===== src/rtl/regbank_sequencer.sv =====
// Sequencer driving the 8-entry register bank: read setup/strobe/capture, ALU handoff, writeback strobe.
// Optional macro REGSEQ_R0_ZERO_EN hardwires register 0 to zero (reads yield 0, writes to r0 are dropped).
module regbank_sequencer #(
  parameter int DATA_W       = 8,
  parameter int ADDR_W       = 3,
  parameter int SETUP_CYCLES = 1
) (
  input  logic              clk,
  input  logic              rst,
  input  logic              req_valid,
  output logic              req_ready,
  input  logic [ADDR_W-1:0] req_src1,
  input  logic [ADDR_W-1:0] req_src2,
  input  logic [ADDR_W-1:0] req_dst,
  input  logic              req_rd1,
  input  logic              req_rd2,
  input  logic              req_wr,
  output logic              op_valid,
  input  logic              op_ready,
  output logic [DATA_W-1:0] op_a,
  output logic [DATA_W-1:0] op_b,
  input  logic              wb_valid,
  output logic              wb_ready,
  input  logic [DATA_W-1:0] wb_data,
  output logic [ADDR_W-1:0] rb_addr1,
  output logic [ADDR_W-1:0] rb_addr2,
  output logic [ADDR_W-1:0] rb_addrdest,
  output logic [DATA_W-1:0] rb_datadest,
  output logic [2:0]        rb_control,
  output logic              rb_enable,
  input  logic [DATA_W-1:0] rb_data1,
  input  logic [DATA_W-1:0] rb_data2,
  output logic              busy
);

  typedef enum logic [3:0] {
    IDLE, RSETUP, RSTROBE, RCAPTURE, OP_WAIT, WB_WAIT, WSETUP, WSTROBE, WHOLD
  } state_t;

  localparam logic [2:0] SETUP_LAST = 3'(SETUP_CYCLES - 1);

  state_t            state_q;
  logic [2:0]        cnt_q;
  logic [ADDR_W-1:0] src1_q, src2_q, dst_q;
  logic              rd1_q, rd2_q, wr_q;
  logic              req_ready_q, op_valid_q, wb_ready_q, rb_enable_q, busy_q;
  logic [DATA_W-1:0] op_a_q, op_b_q, rb_datadest_q;
  logic [ADDR_W-1:0] rb_addr1_q, rb_addr2_q, rb_addrdest_q;
  logic [2:0]        rb_control_q;
  logic              src1_r0, src2_r0, dst_r0;

  always_comb begin
`ifdef REGSEQ_R0_ZERO_EN
    src1_r0 = (src1_q == '0);
    src2_r0 = (src2_q == '0);
    dst_r0  = (dst_q == '0);
`else
    src1_r0 = 1'b0;
    src2_r0 = 1'b0;
    dst_r0  = 1'b0;
`endif
  end

  always_ff @(posedge clk) begin
    if (rst) begin
      state_q       <= IDLE;
      cnt_q         <= '0;
      src1_q        <= '0;
      src2_q        <= '0;
      dst_q         <= '0;
      rd1_q         <= 1'b0;
      rd2_q         <= 1'b0;
      wr_q          <= 1'b0;
      req_ready_q   <= 1'b0;
      op_valid_q    <= 1'b0;
      wb_ready_q    <= 1'b0;
      rb_enable_q   <= 1'b0;
      busy_q        <= 1'b0;
      op_a_q        <= '0;
      op_b_q        <= '0;
      rb_datadest_q <= '0;
      rb_addr1_q    <= '0;
      rb_addr2_q    <= '0;
      rb_addrdest_q <= '0;
      rb_control_q  <= '0;
    end else begin
      case (state_q)
        IDLE: begin
          if (!req_ready_q) begin
            req_ready_q <= 1'b1;
          end else if (req_valid) begin
            src1_q      <= req_src1;
            src2_q      <= req_src2;
            dst_q       <= req_dst;
            rd1_q       <= req_rd1;
            rd2_q       <= req_rd2;
            wr_q        <= req_wr;
            req_ready_q <= 1'b0;
            busy_q      <= 1'b1;
            if (req_rd1 || req_rd2) begin
              rb_addr1_q   <= req_src1;
              rb_addr2_q   <= req_src2;
              rb_control_q <= {1'b0, req_rd2, req_rd1};
              cnt_q        <= SETUP_LAST;
              state_q      <= RSETUP;
            end else begin
              op_a_q     <= '0;
              op_b_q     <= '0;
              op_valid_q <= 1'b1;
              state_q    <= OP_WAIT;
            end
          end
        end
        RSETUP: begin
          if (cnt_q == '0) begin
            rb_enable_q <= 1'b1;
            state_q     <= RSTROBE;
          end else begin
            cnt_q <= cnt_q - 3'd1;
          end
        end
        RSTROBE: begin
          rb_enable_q <= 1'b0;
          state_q     <= RCAPTURE;
        end
        RCAPTURE: begin
          op_a_q     <= (rd1_q && !src1_r0) ? rb_data1 : '0;
          op_b_q     <= (rd2_q && !src2_r0) ? rb_data2 : '0;
          op_valid_q <= 1'b1;
          state_q    <= OP_WAIT;
        end
        OP_WAIT: begin
          if (op_ready) begin
            op_valid_q <= 1'b0;
            if (wr_q) begin
              wb_ready_q <= 1'b1;
              state_q    <= WB_WAIT;
            end else begin
              rb_control_q <= '0;
              req_ready_q  <= 1'b1;
              busy_q       <= 1'b0;
              state_q      <= IDLE;
            end
          end
        end
        WB_WAIT: begin
          if (wb_valid) begin
            wb_ready_q <= 1'b0;
            // r0 writes complete the handshake but never reach the bank
            if (dst_r0) begin
              rb_control_q <= '0;
              req_ready_q  <= 1'b1;
              busy_q       <= 1'b0;
              state_q      <= IDLE;
            end else begin
              rb_datadest_q <= wb_data;
              rb_addrdest_q <= dst_q;
              rb_control_q  <= 3'b100;
              cnt_q         <= SETUP_LAST;
              state_q       <= WSETUP;
            end
          end
        end
        WSETUP: begin
          if (cnt_q == '0) begin
            rb_enable_q <= 1'b1;
            state_q     <= WSTROBE;
          end else begin
            cnt_q <= cnt_q - 3'd1;
          end
        end
        WSTROBE: begin
          rb_enable_q <= 1'b0;
          state_q     <= WHOLD;
        end
        WHOLD: begin
          rb_control_q <= '0;
          req_ready_q  <= 1'b1;
          busy_q       <= 1'b0;
          state_q      <= IDLE;
        end
        default: state_q <= IDLE;
      endcase
    end
  end

  assign req_ready   = req_ready_q;
  assign op_valid    = op_valid_q;
  assign op_a        = op_a_q;
  assign op_b        = op_b_q;
  assign wb_ready    = wb_ready_q;
  assign rb_addr1    = rb_addr1_q;
  assign rb_addr2    = rb_addr2_q;
  assign rb_addrdest = rb_addrdest_q;
  assign rb_datadest = rb_datadest_q;
  assign rb_control  = rb_control_q;
  assign rb_enable   = rb_enable_q;
  assign busy        = busy_q;

endmodule


===== config.mk =====
export PLATFORM = sky130hd
export DESIGN_NAME = regbank_sequencer
export DESIGN_NICKNAME = d
export VERILOG_FILES = /design/src/rtl/regbank_sequencer.sv
export SDC_FILE = /design/constraint.sdc
export NUM_CORES = 1
export LEC_CHECK = 0
export ABC_AREA = 1
export CAP_MARGIN = 10
export CORE_MARGIN = 4
export CORE_UTILIZATION = 43
export CTS_BUF_LIST = sky130_fd_sc_hd__clkbuf_4 sky130_fd_sc_hd__clkbuf_8
export DETAILED_ROUTE_END_ITERATION = 8
export PLACE_DENSITY = 0.77
export REMOVE_ABC_BUFFERS = 1
export SETUP_SLACK_MARGIN = 0.2
export SLEW_MARGIN = 20
export SYNTH_ARGS = -nofsm -noshare
export SYNTH_HDL_FRONTEND = slang
export SYNTH_SLANG_ARGS = --single-unit

===== constraint.sdc =====
create_clock -name clk -period 1.7 [get_ports clk]
set_clock_uncertainty 0.2 [all_clocks]
set_input_delay 0.34 -clock clk [delete_from_list [all_inputs] [get_ports clk]]
set_output_delay 0.34 -clock clk [all_outputs]
set_load 0.01 [all_outputs]

After elaboration in Yosys (flattened, before gate mapping)
Index checks and enable logic that the tools add are counted.
W data, S select, Z words.
{"block": "word_totals", "word_cells": 113, "out_inout_bits": 41, "reg_bits": 54}
{"block": "op_classes", "n_reduce_logical": 24, "muxes": 50, "n_eq_ne": 20, "n_addsub": 1}
{"operator": "$mux W8", "count": 5}
{"operator": "$mux W3", "count": 13}
{"operator": "$pmux W4 S8", "count": 1}
{"operator": "$pmux W8 S2", "count": 2}
{"operator": "$mux W4", "count": 6}
{"operator": "$ne A2 B2 Y1 const B", "count": 11}
{"operator": "$eq A4 B3 Y1 const B", "count": 4}
{"operator": "$mux W1", "count": 16}
{"operator": "$pmux W3 S4", "count": 1}
{"operator": "$reduce_and A4 Y1", "count": 3}
{"operator": "$reduce_and A6 Y1", "count": 2}
{"operator": "$reduce_and A5 Y1", "count": 2}
{"operator": "$pmux W1 S3", "count": 3}
{"operator": "$pmux W3 S3", "count": 1}
{"operator": "$reduce_bool A3 Y1", "count": 3}
{"operator": "$eq A4 B2 Y1 const B", "count": 2}
{"operator": "$reduce_and A7 Y1", "count": 1}
{"operator": "$reduce_and A3 Y1", "count": 2}
{"operator": "$reduce_bool A2 Y1", "count": 3}
{"operator": "$eq A4 B1 Y1 const B", "count": 1}
{"operator": "$eq A4 B4 Y1 const B", "count": 1}
{"operator": "$logic_not A4 Y1", "count": 1}
{"operator": "$pmux W1 S2", "count": 2}
{"operator": "$reduce_and A2 Y1", "count": 2}
{"operator": "other kinds (6)", "count": 7}

Depth between registers and ports, before layout
Gate-level depths: netlist of the first run.
{"block": "logic_depth", "ltp_word": 5, "depth_mapped": 9, "mapped_depth_nobuf": 9}

Worst setup path before layout of the first run
OpenSTA, ideal clock, no wires.
{"block": "synth_path", "kind": "register to register", "startpoint": "register state_q[0]", "endpoint": "register op_a_q[0], in the netlist op_a[0]", "slack_ps": 178, "period_less_slack_ps": 1522, "arrival_time_ps": 1188, "stages_incl_launch_ff": 9, "path_cell_list": "dfxtp_1 -> nand2_2 -> nor2_4 -> inv_2 -> nand2_2 -> nand2_4 -> buf_6 -> nand2_1 -> a21oi_1"}
{"block": "synth_via", "elab_chain_cells": 3, "elab_cells_between_ends": 8, "classes_between": "eq/ne: 4; mux: 1; reduce/logical: 3"}
{"item": "start, declared", "line": "42", "source": "state_t state_q;"}
{"item": "start signal, assigned", "line": "66", "source": "state_q <= IDLE;"}
{"item": "start signal, assigned", "line": "105", "source": "state_q <= RSETUP;"}
{"item": "start signal, assigned", "line": "110", "source": "state_q <= OP_WAIT;"}
{"item": "$eq A4 B2 Y1 / $logic_not A4 Y1 (equally long branches)", "line": "87", "source": "case (state_q)"}
{"item": "$reduce_bool A2 Y1 (no line) / $ne A2 B2 Y1 (equally long branches)"}
{"item": "$reduce_and A4 Y1 (no line)"}
{"item": "end signal, assigned", "line": "127", "source": "op_a_q <= (rd1_q && !src1_r0) ? rb_data1 : '0;"}
{"item": "end, declared", "line": "47", "source": "logic [DATA_W-1:0] op_a_q, op_b_q, rb_datadest_q;"}
Several ways; a longest one is shown, not always the timed one.
A chain may end at the register's enable or synchronous reset.

Worst setup path after layout of the first run
{"block": "layout_path", "startpoint": "register state_q[2]", "endpoint": "register dst_q[0]"}
{"block": "layout_via", "elab_chain_cells": 2}
{"item": "$logic_not A4 Y1", "line": "87"}
{"item": "$reduce_and A3 Y1 (no line)"}
{"item": "end signal, assigned", "line": "94", "source": "dst_q <= req_dst;"}
{"item": "end, declared", "line": "44", "source": "logic [ADDR_W-1:0] src1_q, src2_q, dst_q;"}
Every way passes these cells.

==> results of run 1 <==
## worst min path at each step
stage                     cells after the start     from  endpoint
after CTS                                     2  op_b[7]   op_b[7]
after detailed placement                      2  op_b[7]   op_b[7]
after global routing                          2  op_b[0]   op_b[0]
after floorplan                               1      rst  cnt_q[2]
after global placement                        2  op_b[0]   op_b[0]
final                                         2  op_b[0]   op_b[0]
## metal layers
| layer | global-route usage, % | up-vias | part of all wire, % | wire (um) |
|---|---|---|---|---|
| li1 | - | 1250 | - | - |
| met1 | 24.09 | 1137 | 42 | 2940 |
| met2 | 34.13 | 91 | 48 | 3418 |
| met3 | 6.725 | 9 | 8.1 | 572 |
| met4 | 6.478 | 0 | 1.7 | 118 |
| met5 | 0 | - | 0 | 0 |
## sequential cells by signal (all words and copies together) (netlist names), 3 cells and up
name,cells
rb_addr2,3
op_b,8
op_a,8
state_q,4
rb_datadest,8
rb_addrdest,3
rb_addr1,3
cnt_q,3
rb_control,3
dst_q,3
## critical path: cells and delay by family (launching register included)
| family | cells | cell delay [ns] |
|---|---|---|
| AOI/OAI and AO/OA | 1 | 0.06 |
| DFF | 1 | 0.39 |
| and+or+nand+nor | 4 | 0.63 |
| buffers and inverters | 2 | 0.28 |
## per-stage QoR
stage | hold WS, ns | power [W] | worst slack, ns | util [%]
6_report | 0.2611 | 0.004671 | 0.08035 | 73.87
5_1_grt | 0.2777 | 0.004970 | 0.0001855 | 73.87
4_1_cts | 0.2648 | 0.004238 | 0.1248 | 67.68
3_5_place_dp | 0.2530 | 0.003225 | -0.2553 | 63.43
3_3_place_gp | 0.2481 | 0.003195 | -0.1838 | 63.43
2_1_floorplan | 0.2024 | 0.002590 | -0.1035 | -
## layout by cell type, fill, tap and decap left out, types with 7 or more instances in the layout
master / n
a21oi_1: 30
dfxtp_1: 50
nor2_1: 37
nor2_2: 8
nand2_2: 11
nor2_4: 12
inv_1: 18
buf_6: 8
clkdlybuf4s50_1: 39
clkdlybuf4s15_1: 25
nand2_4: 10
buf_4: 17
o21ai_0: 7
dlygate4sd2_1: 13
nand3_1: 26
nand2_1: 49
## power by group through the flow
| stage | Clock [W] | Combinational (W) | Sequential, W |
|---|---|---|---|
| after floorplan | 0 | 0.000958 | 0.00163 |
| after global placement | 0 | 0.00159 | 0.00160 |
| after detailed placement | 0 | 0.00162 | 0.00160 |
| after CTS | 0.000795 | 0.00186 | 0.00158 |
| after global routing | 0.000835 | 0.00252 | 0.00162 |
| final | 0.000772 | 0.00230 | 0.00160 |
## layout make-up
cell class / instances / area [um^2]
clock buffers: 6 / 82.58
clock inverters: 2 / 17.52
fillers: 392 / 1369
inverters: 28 / 116.4
multi-input cells: 225 / 1396
flip-flops and latches: 54 / 1096
well taps: 70 / 87.58
repair buffers: 110 / 1072
## kinds of logic after synthesis
| family | after synthesis | synth area share (%) |
|---|---|---|
| simple gates | 165 | 33.53 |
| buf+inv | 39 | 6.726 |
| fa+ha+maj | 2 | 1.051 |
| compound gates | 56 | 12.93 |
| flops | 54 | 45.40 |
| xor+xnor | 1 | 0.3679 |
## repair_timing
| action | 4_1_cts | 5_1_grt |
|---|---|---|
| pin swaps | 15 | 18 |
| endpoints found under the hold margin | 0 | 0 |
| endpoints found under the setup margin | 93 | 82 |
| setup buffers | 7 | 8 |
| gates resized for setup | 75 | 89 |
| gates cloned | 1 | 1 |
==> flow_summary_export.csv, run 1 <==
group,metric,value,unit
run_status,outcome,"finished clean",
yosys,ys_types,25,
route,dr.pass1.iters,4,
timing,min_period,1.620,ns
critical_path,cp_data_arrival_time,1.68,ns
hold_path,hold_path.class,"reg2reg",
cts,clkLatencyLatePin,0.31,ns
critical_path,critPathLaunchType,"flip-flop",
timing,max_slew_margin,74.43,%
yosys,netlist_instances,317,
critical_path,crit_type,"reg2reg",
job,max_cap_viol_count,0,
power_and_ir_drop,p_per_area,1207,mW/mm^2
cts,clock-sinks,54,
critical_path,crit_fanout,8,
critical_path,rr_worst_depth,7,
critical_path,r2r_start,"state_q[2]",
cts,cts_max_level,2,
global_routing,grt_max_degree,35,
route,drt_iter0_drc,90,
power_and_ir_drop,vdd_ir_drop_max,0.001088,V
critical_path,slowest_stage,"dfxtp_4",
cts,clk_path_buf_depth,2,
yosys,netlist_top_cells_count,"nand2_1, dfxtp_1, nor2_1, a21oi_1, nand3_1",
global_routing,grt_pass1_wl,10.62,mm
power_and_ir_drop,p_switching,0.001857,W
layout,fin_nets,467,
critical_path,cp-end-kind,"flip-flop",
power_and_ir_drop,switching_share,39.76,%
yosys,synth-seq-area-share,45.40,%
global_routing,grt_antenna_before_repair,0,
floorplan,core_area,0.005238,mm^2
place,hpwlAfterDp,4.551,mm
global_routing,grt_overflow,0,
cts,clk_pin_slew,0.10,ns
route,totalWireLength,7.049,mm
yosys,yosys.area.top_type,"dfxtp_1",
yosys,postSynthAreaPerCell,7.511,um^2
place,placed_cells,470,
layout,stdcell_count,495,
critical_path,cp_cell_sequence,"nor2_4 -> nand2_2 -> buf_6 -> nor2_4 -> buf_6 -> o21ai_1 -> nor2_1",
timing,worst_slew_pin_slew,0.3836,ns
critical_path,required,1.76,ns
power_and_ir_drop,p_seq_share,34.2,%
power_and_ir_drop,p_clk_share,16.5,%
layout,final_area,0.003869,mm^2
layout,area_delta_synth_final,62.48,%
floorplan,die_h,82.41,um
route,vias,2487,
critical_path,crit_start,"state_q[2]",
route,viasPerCell,5.024,
yosys,synth_area_leaders,"dfxtp_1, nand2_1, nor2_1",
place,portBuffers,81,
timing,clock.fmax,617.4,MHz
yosys,synth_area,0.002381,mm^2
layout,drive_above_1_share,27.53,%
timing,rsz0062_at_grt,"true",
critical_path,slowest_delay,0.39,ns
power_and_ir_drop,comb_power_share,49.3,%
floorplan,die_w,82.41,um
route,drt-wirelength-per-cell,14.24,um
yosys,ys_warn_count,0,
critical_path,r2r_slack,0.08,ns
critical_path,endpoint,"dst_q[0]",
global_routing,grt_pass1_vias,2352,
global_routing,track_usage,20.21,%
timing,tns,0,ns
yosys,synth_edf_count,0,
layout,n_antenna_cell,0,
cts,cts_tree,"built",
timing,period_share,95.27,%
yosys,synth_seq_cells,54,
yosys,yosys.area.top_type_share,45.40,%
power_and_ir_drop,p_leak,1.617,nW
route,antenna_left,0,
floorplan,row_count,26,
place,place_congestion,0.8527,
timing,finalHoldViolations,0,
yosys,synth-main-ff-cell,"dfxtp_1",
cts,cts_hold_buf,0,
route,drcViolationCount,0,
power_and_ir_drop,p_int,0.002814,W
floorplan,io_pins,82,
timing,setup_viol_count_final,0,
timing,finalMaxSlewViolations,0,
yosys,synthArstFlopShare,0,%
critical_path,reg2reg_to,"dst_q[0]",
place,placed_cell_area,0.003322,mm^2
floorplan,die-area,0.006791,mm^2
floorplan,start_util,45.46,%
cts,root_buffer,"clkbuf_8",
yosys,synth_most_common_cell,"nand2_1",
cts,numCtsBuffers,5,
(Power assumes the default switching activity.)
==> run 2, diff against run 1 <==
Settings changed: CORE_UTILIZATION 43 to 42, PLACE_DENSITY 0.77 to 0.78.
Clock period 1.7 ns to 1.4 ns, I/O delays scaled along.
==> run 2 against run 1 <==
Effect of this change: the run now ends with setup timing left; global-route usage increased by 0.39 points; cell count increased by 7.1%; clock power increased by 22%; first-iteration DRC count increased by 39%; via count increased by 11%.
==> flow_summary_export.csv, run 2 (same netlist as run 1, synthesis figures left out) <==
group,metric,value,unit
critical_path,crit_family,"simple AND/OR/NAND/NOR gates",
floorplan,die-area,0.006938,mm^2
run_status,violations,"setup timing",
critical_path,crit_type,"reg2reg",
layout,fin_nets,500,
critical_path,slowest_stage,"dfxtp_4",
critical_path,cp_num_buf_inv,3,
layout,n_antenna_cell,0,
global_routing,grt-busiest-layer,"met2",
hold_path,worstHoldStart,"dst_q[1]",
critical_path,critPathLaunchType,"flip-flop",
floorplan,row_count,27,
floorplan,start_util,43.24,%
route,dr.pass1.iters,4,
route,totalWireLength,8.791,mm
cts,cts_tree,"built",
floorplan,die_h,83.30,um
critical_path,crit_fanout,9,
layout,fillers,321,
cts,clk_pin_slew,0.10,ns
place,hpwlAfterDp,4.859,mm
route,drt-wirelength-per-cell,16.59,um
timing,worst_slew_pin_slew,0.4021,ns
global_routing,grt_overflow,0,
job,max_cap_viol_count,0,
timing,min_period,1.685,ns
timing,tns,-7.294,ns
cts,clk_path_buf_depth,2,
power_and_ir_drop,p_per_area,1394,mW/mm^2
cts,clkLatencyLatePin,0.31,ns
global_routing,met2_usage,35.06,%
floorplan,core_area,0.005507,mm^2
cts,clock-sinks,54,
timing,finalMaxSlewViolations,0,
timing,clock.fmax,593.5,MHz
global_routing,grt_pass1_wl,11.79,mm
timing,setup_viol_count_final,53,
critical_path,cp-end-kind,"flip-flop",
critical_path,cp_common_cell,"buf_4",
layout,layout_commonest_cell,"buf_6",
floorplan,die_w,83.30,um
power_and_ir_drop,power,0.006239,W
power_and_ir_drop,vdd_ir_drop_max,0.001029,V
run_status,outcome,"complete, but fails checks",
route,drcViolationCount,0,
critical_path,r2r_slack,-0.28,ns
critical_path,reg2reg_to,"state_q[2]",
route,drt_iter0_drc,125,
global_routing,track_usage,20.60,%
hold_path,whs_path_depth,2,
route,vias,2768,
cts,cts_max_level,2,
critical_path,cp_data_arrival_time,1.69,ns
global_routing,grt_pass1_vias,2504,
critical_path,cp_cell_sequence,"inv_4 -> buf_4 -> nand2_2 -> nor2_4 -> buf_4 -> nor2_1 -> nand4_1 -> nand2_1 -> a21oi_2",
timing,rsz0062_at_grt,"true",
timing,worst_slack,-0.2848,ns
critical_path,r2r_start,"state_q[2]",
layout,drive_above_1_share,59.17,%
global_routing,grtUsageMet3,5.754,%
timing,period_share,120.3,%
place,place_congestion,0.9010,
route,viasPerCell,5.223,
cts,numCtsBuffers,5,
timing,finalHoldViolations,0,
place,portBuffers,81,
global_routing,grt_antenna_before_repair,0,
timing,max_slew_margin,73.16,%
critical_path,rr_worst_depth,9,
critical_path,required,1.41,ns
hold_path,hold_path.class,"reg2reg",
hold_path,holdPathEnd,"rb_addrdest[1]",
critical_path,slowest_delay,0.42,ns
layout,final_cell_mix,"buf_6, buf_4, clkdlybuf4s50_1",
floorplan,io_pins,82,
cts,root_buffer,"clkbuf_8",
layout,area_delta_synth_final,88.02,%
power_and_ir_drop,p_leak,1.840,nW
global_routing,grt.met1_usage,25.20,%
route,antenna_left,0,
global_routing,grt_max_degree,21,
==> run 2: cell count changes in the layout (fill, tap and decap cells not counted), moves of 18 or more <==
cell / before / now
dfxtp_2: 0 / 38
a21oi_2: 2 / 20
buf_6: 8 / 55
buf_4: 17 / 43
dfxtp_1: 50 / 9
clkdlybuf4s15_1: 25 / 0
a21oi_1: 30 / 12
==> run 2: layout make-up <==
| class | count | area [um^2] | share of cell area [%] |
|---|---|---|---|
| clock buffers | 6 | 82.58 | 1.845 |
| clock inverters | 2 | 16.27 | 0.3633 |
| inverters | 28 | 117.6 | 2.627 |
| multi-input cells | 225 | 1578 | 35.24 |
| flip-flops and latches | 54 | 1155 | 25.80 |
| well taps | 72 | 90.09 | 2.012 |
| repair buffers | 143 | 1438 | 32.11 |
==> run 2: report_power, final <==
part / switching, W / internal [W] / leakage [nW]
clock network: 0.000536 / 0.000408 / 0.0478
logic: 0.00179 / 0.00153 / 1.33
registers: 0.000203 / 0.00178 / 0.462
total: 0.00252 / 0.00371 / 1.84
==> run 2: per-stage QoR <==
stage	setup WS, ns	area, um^2	cells	util [%]	hold WS (ns)
2_1_floorplan	-0.4035	2326	306	-	0.1424
6_report	-0.2848	4477	530	81.30	0.2688
3_3_place_gp	-0.3984	3477	489	63.14	0.2470
4_1_cts	-0.1782	3918	506	71.14	0.2717
3_5_place_dp	-0.4632	3477	489	63.14	0.2510
5_1_grt	-0.3417	4477	530	81.30	0.2990
==> run 2: how the worst max path moves through the flow <==
stage	startpoint	endpoint	slack (ns)	cells after the start
finish	state_q[2]	state_q[2]	-0.28	9
global route	state_q[2]	state_q[2]	-0.34	9
CTS	state_q[0]	rb_addr1[0]	-0.18	8
detailed placement	req_rd2	op_b[4]	-0.46	7
global placement	req_rd2	op_b[4]	-0.40	7
floorplan	state_q[3]	rb_addrdest[0]	-0.40	6
==> run 2: per-layer routing <==
| metal | vias to the layer above | share of wire, % |
|---|---|---|
| met2 | 117 | 51 |
| met3 | 21 | 8.1 |
| met5 | - | 0 |
| li1 | 1316 | - |
| met1 | 1314 | 38 |
| met4 | 0 | 2.2 |
==> run 2: worst min-delay path: stages (launching register included) <==
cell and delay [ns]:
dfxtp_1 0.33, nand3_2 0.07, a21oi_2 0.04
==> run 2: timing repair <==
item	CTS	global route
hold buffers	0	0
setup endpoints to repair	95	95
cloned	2	0
setup buffers	7	24
resized for setup	290	101
pin swaps	17	42
==> run 3, diff against run 2 <==
Settings changed: ABC_AREA 1 to not set.
==> run 3 against run 2 <==
Effect of this change: the flow still finishes with violations (setup timing); global-route usage is 1.5 points lower; sequential power is 7% lower; register-to-register slack worse by 0.34 ns; critical path type unchanged; count of clock-buffer cells in the layout stayed put; via count is 13% lower; combinational power is 6% lower; hold slack worse by 0.11 ns; synthesized cell count is 22% lower; setup slack worse by 0.34 ns; clock power is 3.2% lower; area after synthesis is 2.0% lower.
==> flow_summary_export.csv, run 3 <==
group,metric,value,unit
cts,numCtsBuffers,5,
yosys,synth_most_common_cell,"dfxtp_1",
yosys,ys_warn_count,0,
critical_path,cp_data_arrival_time,2.03,ns
timing,min_period,2.026,ns
power_and_ir_drop,p_per_area,1413,mW/mm^2
timing,setup_viol_count_final,53,
critical_path,critPathLaunchType,"flip-flop",
layout,final_util,79.48,%
cts,clk_pin_slew,0.10,ns
timing,period_share,144.7,%
global_routing,grt.met1_usage,22.48,%
yosys,synth_edf_count,0,
route,totalWireLength,7.518,mm
timing,rsz0062_at_grt,"true",
yosys,netlist_top_cells_count,"dfxtp_1, nor2_1, mux2i_1, a22oi_1",
timing,clock.fmax,493.6,MHz
yosys,synthArstFlopShare,0,%
floorplan,die_w,82.54,um
floorplan,core_area,0.005238,mm^2
power_and_ir_drop,switching_share,34.63,%
layout,drive_above_1_share,52.19,%
yosys,synth-seq-area-share,46.33,%
floorplan,start_util,44.55,%
yosys,synth_area_leaders,"dfxtp_1, mux2i_1, nor2_1",
layout,fin_nets,431,
cts,clock-sinks,54,
critical_path,required,1.40,ns
global_routing,grt_pass1_vias,2322,
cts,cts_tree,"built",
power_and_ir_drop,p_clk_share,15.5,%
timing,finalMaxSlewViolations,0,
global_routing,grt-busiest-layer,"met2",
global_routing,track_usage,19.13,%
floorplan,die-area,0.006813,mm^2
power_and_ir_drop,comb_power_share,53.1,%
route,antenna_left,0,
yosys,netlist_instances,246,
global_routing,grtUsageMet3,5.531,%
route,viasPerCell,5.253,
power_and_ir_drop,p_leak,1.793,nW
global_routing,grt_overflow,0,
cts,cts_max_level,2,
layout,final_cell_mix,"buf_6, buf_4, nor2_1, dfxtp_2, clkdlybuf4s50_1",
hold_path,hold_path.class,"in2reg",
place,place_congestion,0.8425,
cts,clk_path_buf_depth,2,
timing,worst_slew_pin_slew,0.3164,ns
critical_path,crit_type,"reg2reg",
place,placed_cells,424,
place,hpwlAfterDp,4.291,mm
timing,worst_slack,-0.6258,ns
yosys,yosys.area.top_type_share,46.33,%
timing,finalHoldViolations,0,
run_status,outcome,"complete, but fails checks",
global_routing,grt_antenna_before_repair,0,
timing,max_slew_margin,78.83,%
power_and_ir_drop,p_seq_share,31.4,%
floorplan,row_count,26,
power_and_ir_drop,vdd_ir_drop_max,0.0008391,V
layout,n_antenna_cell,0,
route,dr.pass1.iters,4,
yosys,yosys.area.top_type,"dfxtp_1",
yosys,postSynthAreaPerCell,9.486,um^2
yosys,synth_area,0.002333,mm^2
critical_path,slowest_delay,0.40,ns
run_status,violations,"setup timing",
job,max_cap_viol_count,0,
critical_path,cp_cell_sequence,"buf_4 -> or3_4 -> o21ai_4 -> nand3_4 -> clkbuf_16 -> a22oi_1 -> nor2_1",
critical_path,cp-end-kind,"flip-flop",
floorplan,io_pins,82,
route,drt_iter0_drc,134,
global_routing,met2_usage,34.21,%
power_and_ir_drop,power,0.005881,W
cts,root_buffer,"clkbuf_8",
critical_path,slowest_stage,"or3_4",
layout,stdcell_count,459,
layout,area_delta_synth_final,78.39,%
yosys,ys_types,46,
global_routing,grt_pass1_wl,10.16,mm
layout,layout_commonest_cell,"buf_6",
floorplan,die_h,82.54,um
place,portBuffers,81,
cts,clkLatencyLatePin,0.31,ns
route,drcViolationCount,0,
power_and_ir_drop,p_switching,0.002037,W
power_and_ir_drop,p_int,0.003844,W
critical_path,crit_fanout,8,
yosys,synth-main-ff-cell,"dfxtp_1",
route,vias,2411,
yosys,synth_seq_cells,54,
global_routing,grt_max_degree,23,
route,drt-wirelength-per-cell,16.38,um
## run 3: cell count changes after synthesis, sizes merged, moves of 4 or more
cell / before / now
nor2: 57 / 46
o21ai: 15 / 6
nand3: 35 / 3
a21oi: 32 / 9
nor2b: 0 / 6
nor3b: 0 / 4
a22oi: 6 / 17
nand2: 71 / 8
nor3: 0 / 9
mux2i: 0 / 22
inv: 28 / 7
nand2b: 0 / 8
## run 3: worst paths after layout
kind | startpoint | depth (start not counted) | slack [ns] | end
max | state_q[0] | 7 | -0.63 | op_a[1]
min | rst | 3 | 0.16 | state_q[0]
max reg2reg | state_q[0] | 7 | -0.63 | op_a[1]
min reg2reg | rb_control[2] | 2 | 0.28 | rb_control[2]
## run 3: logic make-up after synthesis
group | after synthesis | synth area share, %
multiplexers | 22 | 9.437
AO/OA/AOI/OAI | 50 | 16.19
buffers and inverters | 22 | 4.450
AND/OR/NAND/NOR | 96 | 22.52
flip-flops | 54 | 46.33
adder cells (fa/ha/maj) | 2 | 1.072
## run 3: final cells by class
class | count | area, um^2
tap | 70 | 87.58
sequential | 54 | 1137
inverter | 7 | 28.78
timing repair buffer | 149 | 1483
fill | 282 | 1075
clock buffer | 6 | 82.58
clock inverter | 2 | 12.51
multi-input combinational | 171 | 1331
## run 3: critical path, delay by kind of cell, from the launching register on
| family | cells | cell delay [ns] |
|---|---|---|
| AND/OR/NAND/NOR | 3 | 0.59 |
| AO/OA/AOI/OAI | 2 | 0.42 |
| flip-flops | 1 | 0.34 |
| buffers and inverters | 2 | 0.36 |
## run 3: metal layers
metal	vias to the layer above	wire (um)
met4	0	93
met3	12	485
li1	1147	-
met2	82	3903
met5	-	0
met1	1170	3035
## run 3: timing repair
| action | in CTS | in global routing |
|---|---|---|
| cloned | 1 | 1 |
| hold buffers | 0 | 0 |
| setup buffers | 11 | 14 |
| setup endpoints to repair | 95 | 95 |
| resized for setup | 259 | 42 |
| pin swaps | 11 | 20 |
## run 3: power groups by stage
stage                     clock [W]  sequential [W]  combinational, W
after floorplan                   0         0.00195           0.00106
after global placement            0         0.00182           0.00223
after detailed placement          0         0.00183           0.00224
after CTS                  0.000927         0.00183           0.00263
after global routing        0.00100         0.00186           0.00331
final                      0.000914         0.00184           0.00312
## run 3: metrics by stage
step / hold WS, ns / TNS, ns / cell area, um^2 / setup WS [ns]
after floorplan: 0.1491 / -23.55 / 2256 / -0.6958
after global placement: 0.2587 / -30.66 / 3502 / -0.7476
after detailed placement: 0.2643 / -31.21 / 3502 / -0.7730
after CTS: 0.1449 / -20.04 / 3894 / -0.4968
after global routing: 0.1444 / -25.73 / 4163 / -0.6585
final: 0.1621 / -22.60 / 4163 / -0.6258
